## config.mk

```make
export PLATFORM = sky130hd
export DESIGN_NAME = dot_stream_mac
export DESIGN_NICKNAME = d
export VERILOG_FILES = /design/src/rtl/dot_stream_mac.sv
export SDC_FILE = /design/constraint.sdc
export NUM_CORES = 2
export LEC_CHECK = 0
export ABC_CLOCK_PERIOD_IN_PS = 18500
export CORE_UTILIZATION = 40
export DETAILED_ROUTE_END_ITERATION = 8
export PLACE_DENSITY_LB_ADDON = 0.08
export SLEW_MARGIN = 40
export SYNTH_ARGS = -nofsm -noshare
export SYNTH_HDL_FRONTEND = slang
export SYNTH_SLANG_ARGS = --single-unit
```

## constraint.sdc

```tcl
create_clock -name clk -period 18.5 [get_ports clk]
set_clock_uncertainty 0.1 [all_clocks]
set_input_delay 2.775 -clock clk [delete_from_list [all_inputs] [get_ports clk]]
set_output_delay 2.775 -clock clk [all_outputs]
set_load 0.02 [all_outputs]
```

## src/rtl/dot_stream_mac.sv

```systemverilog
// Streaming multi-lane dot-product engine: two-stage multiply/accumulate over valid/ready beats.
// Optional DOT_SAT_EN: saturating accumulation with sticky out_ovf; otherwise modulo wrap.
module dot_stream_mac #(
  parameter int LANES = 4,
  parameter int W     = 16,
  parameter int ACC_W = 48,
  parameter int CNT_W = 16
) (
  input  logic                 clk,
  input  logic                 rst,
  input  logic                 in_valid,
  output logic                 in_ready,
  input  logic [LANES*W-1:0]   in_a,
  input  logic [LANES*W-1:0]   in_b,
  input  logic [LANES-1:0]     in_mask,
  input  logic                 in_last,
  input  logic                 in_signed,
  output logic                 out_valid,
  input  logic                 out_ready,
  output logic [ACC_W-1:0]     out_sum,
  output logic [CNT_W-1:0]     out_beats,
  output logic                 out_ovf
);

  localparam int P_W   = 2 * W;
  localparam int TOT_W = ACC_W + $clog2(LANES) + 2;

  localparam logic [1:0] ST_ACC  = 2'd0;
  localparam logic [1:0] ST_WAIT = 2'd1;
  localparam logic [1:0] ST_HOLD = 2'd2;

  logic [1:0]                 state_q, state_d;
  logic                       first_q, first_d;
  logic                       mode_q, mode_d;
  logic [CNT_W-1:0]           cnt_q, cnt_d;
  logic                       s1_valid_q, s1_valid_d;
  logic                       s1_first_q, s1_first_d;
  logic                       s1_signed_q, s1_signed_d;
  logic [LANES-1:0][P_W-1:0]  prod_q, prod_d;
  logic [ACC_W-1:0]           acc_q, acc_d;
  logic signed [TOT_W-1:0]    lane_sum, base, total;
  logic                       beat_acc;
  logic                       beat_sgn;
`ifdef DOT_SAT_EN
  localparam logic [ACC_W-1:0] S_MAX = {1'b0, {(ACC_W-1){1'b1}}};
  localparam logic [ACC_W-1:0] S_MIN = {1'b1, {(ACC_W-1){1'b0}}};
  logic                       ovf_q, ovf_d;
  logic                       clamp;
  logic [ACC_W-1:0]           sat_val;
`endif

  // Low 2W bits of the product of the extended operands equal the signed or unsigned product.
  function automatic logic [P_W-1:0] mul(input logic [W-1:0] a, input logic [W-1:0] b,
                                         input logic sgn);
    logic [P_W-1:0] ea, eb;
    ea = sgn ? {{W{a[W-1]}}, a} : {{W{1'b0}}, a};
    eb = sgn ? {{W{b[W-1]}}, b} : {{W{1'b0}}, b};
    return ea * eb;
  endfunction

  function automatic logic signed [TOT_W-1:0] ext_p(input logic [P_W-1:0] p, input logic sgn);
    return sgn ? {{(TOT_W-P_W){p[P_W-1]}}, p} : {{(TOT_W-P_W){1'b0}}, p};
  endfunction

  function automatic logic signed [TOT_W-1:0] ext_acc(input logic [ACC_W-1:0] v, input logic sgn);
    return sgn ? {{(TOT_W-ACC_W){v[ACC_W-1]}}, v} : {{(TOT_W-ACC_W){1'b0}}, v};
  endfunction

  assign in_ready  = (state_q == ST_ACC);
  assign out_valid = (state_q == ST_HOLD);
  assign out_sum   = acc_q;
  assign out_beats = cnt_q;
  assign beat_acc  = in_valid & in_ready;
  assign beat_sgn  = first_q ? in_signed : mode_q;

  // Control: vector framing, mode latch, beat counter and result handshake.
  always_comb begin
    state_d = state_q;
    first_d = first_q;
    mode_d  = mode_q;
    cnt_d   = cnt_q;
    if (beat_acc) begin
      first_d = in_last;
      if (first_q) mode_d = in_signed;
      if (first_q)       cnt_d = CNT_W'(1);
      else if (!(&cnt_q)) cnt_d = cnt_q + CNT_W'(1);
    end
    case (state_q)
      ST_ACC:  if (beat_acc && in_last) state_d = ST_WAIT;
      ST_WAIT: state_d = ST_HOLD;
      ST_HOLD: if (out_ready) state_d = ST_ACC;
      default: state_d = ST_ACC;
    endcase
  end

  always_comb begin
    s1_valid_d  = beat_acc;
    s1_first_d  = first_q;
    s1_signed_d = beat_sgn;
    for (int i = 0; i < LANES; i++)
      prod_d[i] = in_mask[i] ? mul(in_a[i*W +: W], in_b[i*W +: W], beat_sgn) : '0;
  end

  always_comb begin
    lane_sum = '0;
    for (int i = 0; i < LANES; i++) lane_sum = lane_sum + ext_p(prod_q[i], s1_signed_q);
    base  = s1_first_q ? '0 : ext_acc(acc_q, s1_signed_q);
    total = base + lane_sum;
    acc_d = acc_q;
`ifdef DOT_SAT_EN
    ovf_d   = ovf_q;
    clamp   = 1'b0;
    sat_val = ACC_W'(total);
    if (s1_signed_q) begin
      // In range only when every bit above the result sign agrees with it.
      if ((|total[TOT_W-1:ACC_W-1]) && !(&total[TOT_W-1:ACC_W-1])) begin
        clamp   = 1'b1;
        sat_val = total[TOT_W-1] ? S_MIN : S_MAX;
      end
    end else if (|total[TOT_W-1:ACC_W]) begin
      clamp   = 1'b1;
      sat_val = '1;
    end
    if (s1_valid_q) begin
      acc_d = sat_val;
      ovf_d = (s1_first_q ? 1'b0 : ovf_q) | clamp;
    end
`else
    if (s1_valid_q) acc_d = ACC_W'(total);
`endif
  end

`ifdef DOT_SAT_EN
  assign out_ovf = ovf_q;
`else
  assign out_ovf = 1'b0;
`endif

  // NOTE: state is updated with non-blocking assignments so every flop samples pre-edge values.
  always_ff @(posedge clk or posedge rst) begin
    if (rst) begin
      state_q     <= ST_ACC;
      first_q     <= 1'b1;
      mode_q      <= 1'b0;
      cnt_q       <= '0;
      s1_valid_q  <= 1'b0;
      s1_first_q  <= 1'b0;
      s1_signed_q <= 1'b0;
      // NOTE: the lane-product array is plain flops, so it is reset along with everything else.
      prod_q      <= '0;
      acc_q       <= '0;
`ifdef DOT_SAT_EN
      ovf_q       <= 1'b0;
`endif
    end else begin
      state_q     <= state_d;
      first_q     <= first_d;
      mode_q      <= mode_d;
      cnt_q       <= cnt_d;
      s1_valid_q  <= s1_valid_d;
      s1_first_q  <= s1_first_d;
      s1_signed_q <= s1_signed_d;
      prod_q      <= prod_d;
      acc_q       <= acc_d;
`ifdef DOT_SAT_EN
      ovf_q       <= ovf_d;
`endif
    end
  end

endmodule

```

# After elaboration in Yosys (flattened, before gate mapping)
# Cells that the tools add are included.
[op_classes]
addsub = 5
n_mul = 4
div = 0
order_cmp = 0
n_eq_ne = 5
shifts = 0
n_mux = 23
bitwise_logic = 1
n_reduce_logical = 5
[op_table]
columns = ["op", "count"]
rows = [
  ["$mux 32", 12],
  ["$mux 48", 5],
  ["$add 48x48->48", 4],
  ["$mul 32x32->32", 4],
  ["$mux 16", 2],
  ["$add 16x1->16 const B", 1],
  ["$reduce_and 16->1", 1],
  ["$pmux 2 s3", 1],
  ["$mux 2", 2],
  ["$ne 2x1->1 const B", 2],
  ["$reduce_and 2->1", 2],
  ["$eq 2x1->1 const B", 1],
  ["$eq 2x2->1 const B", 1],
  ["$logic_not 2->1", 1],
  ["$ne 2x2->1 const B", 1],
  ["$and 1x1->1", 1],
  ["$logic_and 1x1->1", 1],
  ["$mux 1", 1],
]
[totals]
register_bits = 199
latch_bits = 0
ram_bits = 0
romBits = 0
input_bits = 138
mem_count = 0

# Depth between registers and ports, before layout
[depth]
word_depth = 5
mapped_depth = 31
depth_no_buf = 29

# Worst setup path after synthesis
# No wires, ideal clock.
[synth_timing]
path_type = "input to register"
from = "input in_signed"
to = "register prod_q[93] in the netlist's numbering"
setup_time_ps = 132
t_arrival_ps = 10048
required_ps = 18268
slack_ps = 8220
cell_stages = 31
path_buffers = 4
cell_sequence = "mux2_2 clkbuf_1 clkbuf_1 and2_1 clkbuf_1 nand2_1 inv_1 fa_1 fa_1 fa_1 inv_1 fa_1 inv_1 fa_1 inv_1 fa_1 inv_1 fa_1 fa_1 ha_1 clkbuf_1 nand2_1 nor2_1 a2111oi_0 o21ai_0 a31oi_1 o21ai_1 a31o_2 a21oi_1 xor2_1 nor2_1"
[synth_lines]
columns = ["item", "line_no", "rtl"]
rows = [
  ["start, declared", "17", "input logic in_signed,"],
  ["end signal, assigned", "163", "prod_q <= prod_d;"],
  ["end, declared", "39", "logic [LANES-1:0][P_W-1:0] prod_q, prod_d;"],
]

==> flow_metrics.env <==
export IMPL_status="completed"
export IMPL_cts_max_level=4
export IMPL_ios=205
export IMPL_wl_per_cell_um=20.3
export IMPL_path_common_cell="fa_1"
export IMPL_final_cell_mix="fa_1 (1,476), inv_1 (1,347), and2_1 (720), ha_1 (561), nand2_1 (511)"
export IMPL_grt_max_degree=82
export IMPL_layout_min_cycle_time_ns=11.06
export IMPL_start_kind="input pin"
export IMPL_grt_overflow=0
export IMPL_cts_resized=0
export IMPL_clock_latency_ns=0.48
export IMPL_max_freq_mhz=90.4
export IMPL_cp_end_kind="register"
export IMPL_die_y_um=399
export IMPL_nNetsFinal=8593
export IMPL_setup_viol=0
export IMPL_max_stage_delay_ns=0.67
export IMPL_port_buffer_count=203
export IMPL_path_class="in -> reg"
export IMPL_synth_flop_cell="dfrtp_1"
export IMPL_worst_pin_slew_ns=0.860
export IMPL_hold_violations=0
export IMPL_syn_mean_instance_area_um2=9.90
export IMPL_finalCritPeriodShare=0.598
export IMPL_slew_violations=0
export IMPL_synthesis_area_um2=62900
export IMPL_rows=145
export IMPL_rsz0062_at_grt="false"
export IMPL_drt_pass1_iter_count=5
export IMPL_design_die_area_um2=159000
export IMPL_synth_edf_count=0
export IMPL_num_vias=42000
export IMPL_die_x_um=399
export IMPL_cp_slowest_cell="fa_1"
export IMPL_synth_seq_cells=199
export IMPL_track_usage=0.230
export IMPL_drive_gt1_frac=0.0341
export IMPL_viasPerCell=4.95
export IMPL_dp_hpwl_mm=145
export IMPL_grt_pass1_vias=47200
export IMPL_numCtsBuffers=17
export IMPL_critical_path_arrival_ns=11.37
export IMPL_routed_wl_mm=172
export IMPL_critical_path_top_delay_family="adder cells"
export IMPL_antenna_found_initial=6
export IMPL_timing_hold_ws_ns=0.372
export IMPL_fin_ws_ns=7.44
export IMPL_clock_path_buffers=2
export IMPL_grt_pass1_wl_mm=279
export IMPL_ant_nets=0
export IMPL_clkTransAtPathRegs_ns=0.09
export IMPL_cp_num_buf_inv=5
export IMPL_min_path_type="reg -> reg"
export IMPL_relSlewSlack=0.425
export IMPL_cts_root_buf="clkbuf_16"
export IMPL_yosysSeqAreaShare=0.0791
export IMPL_place_ws_ns=6.92
export IMPL_cts_sinks=199
export IMPL_holdBufCountCts=0
export IMPL_critPathMaxFanout=38
export IMPL_gp_congestion=0.860
export IMPL_drt_iter0_markers=1947
export IMPL_syn_inst=6358
export IMPL_initial_core_util=0.403
export IMPL_cts_tree="yes"
export IMPL_maxCapViolCount=0
export IMPL_cts_setup_buffers=0
export IMPL_path_cells="clkdlybuf4s50_1 -> mux2_4 -> buf_4 -> and2_1 -> nand2_1 -> fa_1 -> fa_1 -> inv_1 -> fa_1 -> inv_1 -> fa_1 -> inv_1 -> fa_1 -> fa_1 -> fa_1 -> fa_1 -> ha_1 -> a21o_1 -> a21o_1 -> o41ai_2 -> o211ai_1 -> nand3_1 -> a21oi_1 -> and3b_1"
export IMPL_yosys_warnings=0
export IMPL_synth_cell_types=86
export IMPL_tns_ns=0
export IMPL_drc=0
export IMPL_ys_async_sr_fraction=1.00
export IMPL_syn_to_final_growth_pct=7.47
export IMPL_cp_required_ns=18.81
export IMPL_core_um2=156000
export IMPL_layout_commonest_cell="fa_1"
export IMPL_synth_nets=8533
[cell usage after synthesis, drive strengths merged (3+ instances only)]
library cell	instances	area [um^2]
a2111oi	6	103
a211o	4	35.0
a211oi	21	193
a21boi	4	30.0
a21o	70	526
a21oi	163	846
a31o	6	52.6
a31oi	9	56.3
a41oi	5	58.8
and2	721	4510
and3	97	607
and3b	4	35.0
buf	7	41.3
clkbuf	211	792
dfrtp	198	4950
fa	1476	29500
ha	561	7020
inv	1349	5060
mux2	41	462
mux2i	3	30.0
nand2	511	1920
nand2b	24	150
nand3	36	180
nand3b	3	22.5
nand4	11	68.8
nor2	172	646
nor2b	92	576
nor3	22	115
nor3b	7	52.6
nor4	3	25.0
o2111ai	3	26.3
o211ai	7	52.6
o21a	14	105
o21ai	79	414
o21bai	29	218
o31a	5	43.8
o31ai	7	71.3
or2	12	75.1
or3	7	48.8
xnor2	254	2220
xor2	72	631
[area by class of cell]
type	count	area, um^2
Antenna cell	3	7.51
Clock buffer	17	425
Clock inverter	15	203
Fill cell	15400	88600
Inverter	1349	5070
Multi-Input combinational cell	4592	52100
Sequential cell	199	4980
Tap cell	2058	2570
Timing Repair Buffer	259	2300
[per-layer routing]
metal	GRT usage	routed length [um]	up-vias
met5	0	13	-
met4	0.0328	2380	2
met3	0.0224	5650	109
met2	0.391	84900	569
met1	0.323	79100	22200
li1	-	-	19200
[registers in the layout, indices dropped and copies added, names as in the netlist]
signal / cells
state_q: 2
s1_valid_q: 1
mode_q: 1
out_sum: 48
out_beats: 16
prod_q: 128
first_q: 1
s1_signed_q: 1
s1_first_q: 1
[worst paths after layout]
kind                       slack (ns)      start  cells past startpoint    endpoint
min in group asynchronous        2.67        rst                      2  state_q[1]
max in group asynchronous       13.80        rst                      4  prod_q[54]
setup / recovery                 7.44  in_signed                     24  prod_q[31]
setup reg to reg                 9.59    first_q                     23  prod_q[31]
hold / removal                   0.37    first_q                      0  s1_first_q
hold reg to reg                  0.37    first_q                      0  s1_first_q
[cells by family after synthesis]
group           after synthesis  share of synthesized area
fa+ha+maj                  2037                      0.581
simple gates               1730                      0.145
buf+inv                    1567                     0.0937
compound gates              454                     0.0484
xor+xnor                    326                     0.0454
flops                       199                     0.0791
mux                          44                    0.00781
other cells                   1                  0.0000596
[per-stage QoR]
stage | cell area, um^2 | utilization | std cells
floorplan | 62900 | - | 6358
global placement | 67200 | 0.430 | 8457
finish | 67600 | 0.433 | 8492
detailed placement | 67000 | 0.429 | 8457
global route | 67600 | 0.433 | 8490
CTS | 67700 | 0.433 | 8489
Power is left out: the tool's default activity adds up to more than one toggle a clock period on the data nets, which glitch-free logic cannot reach.
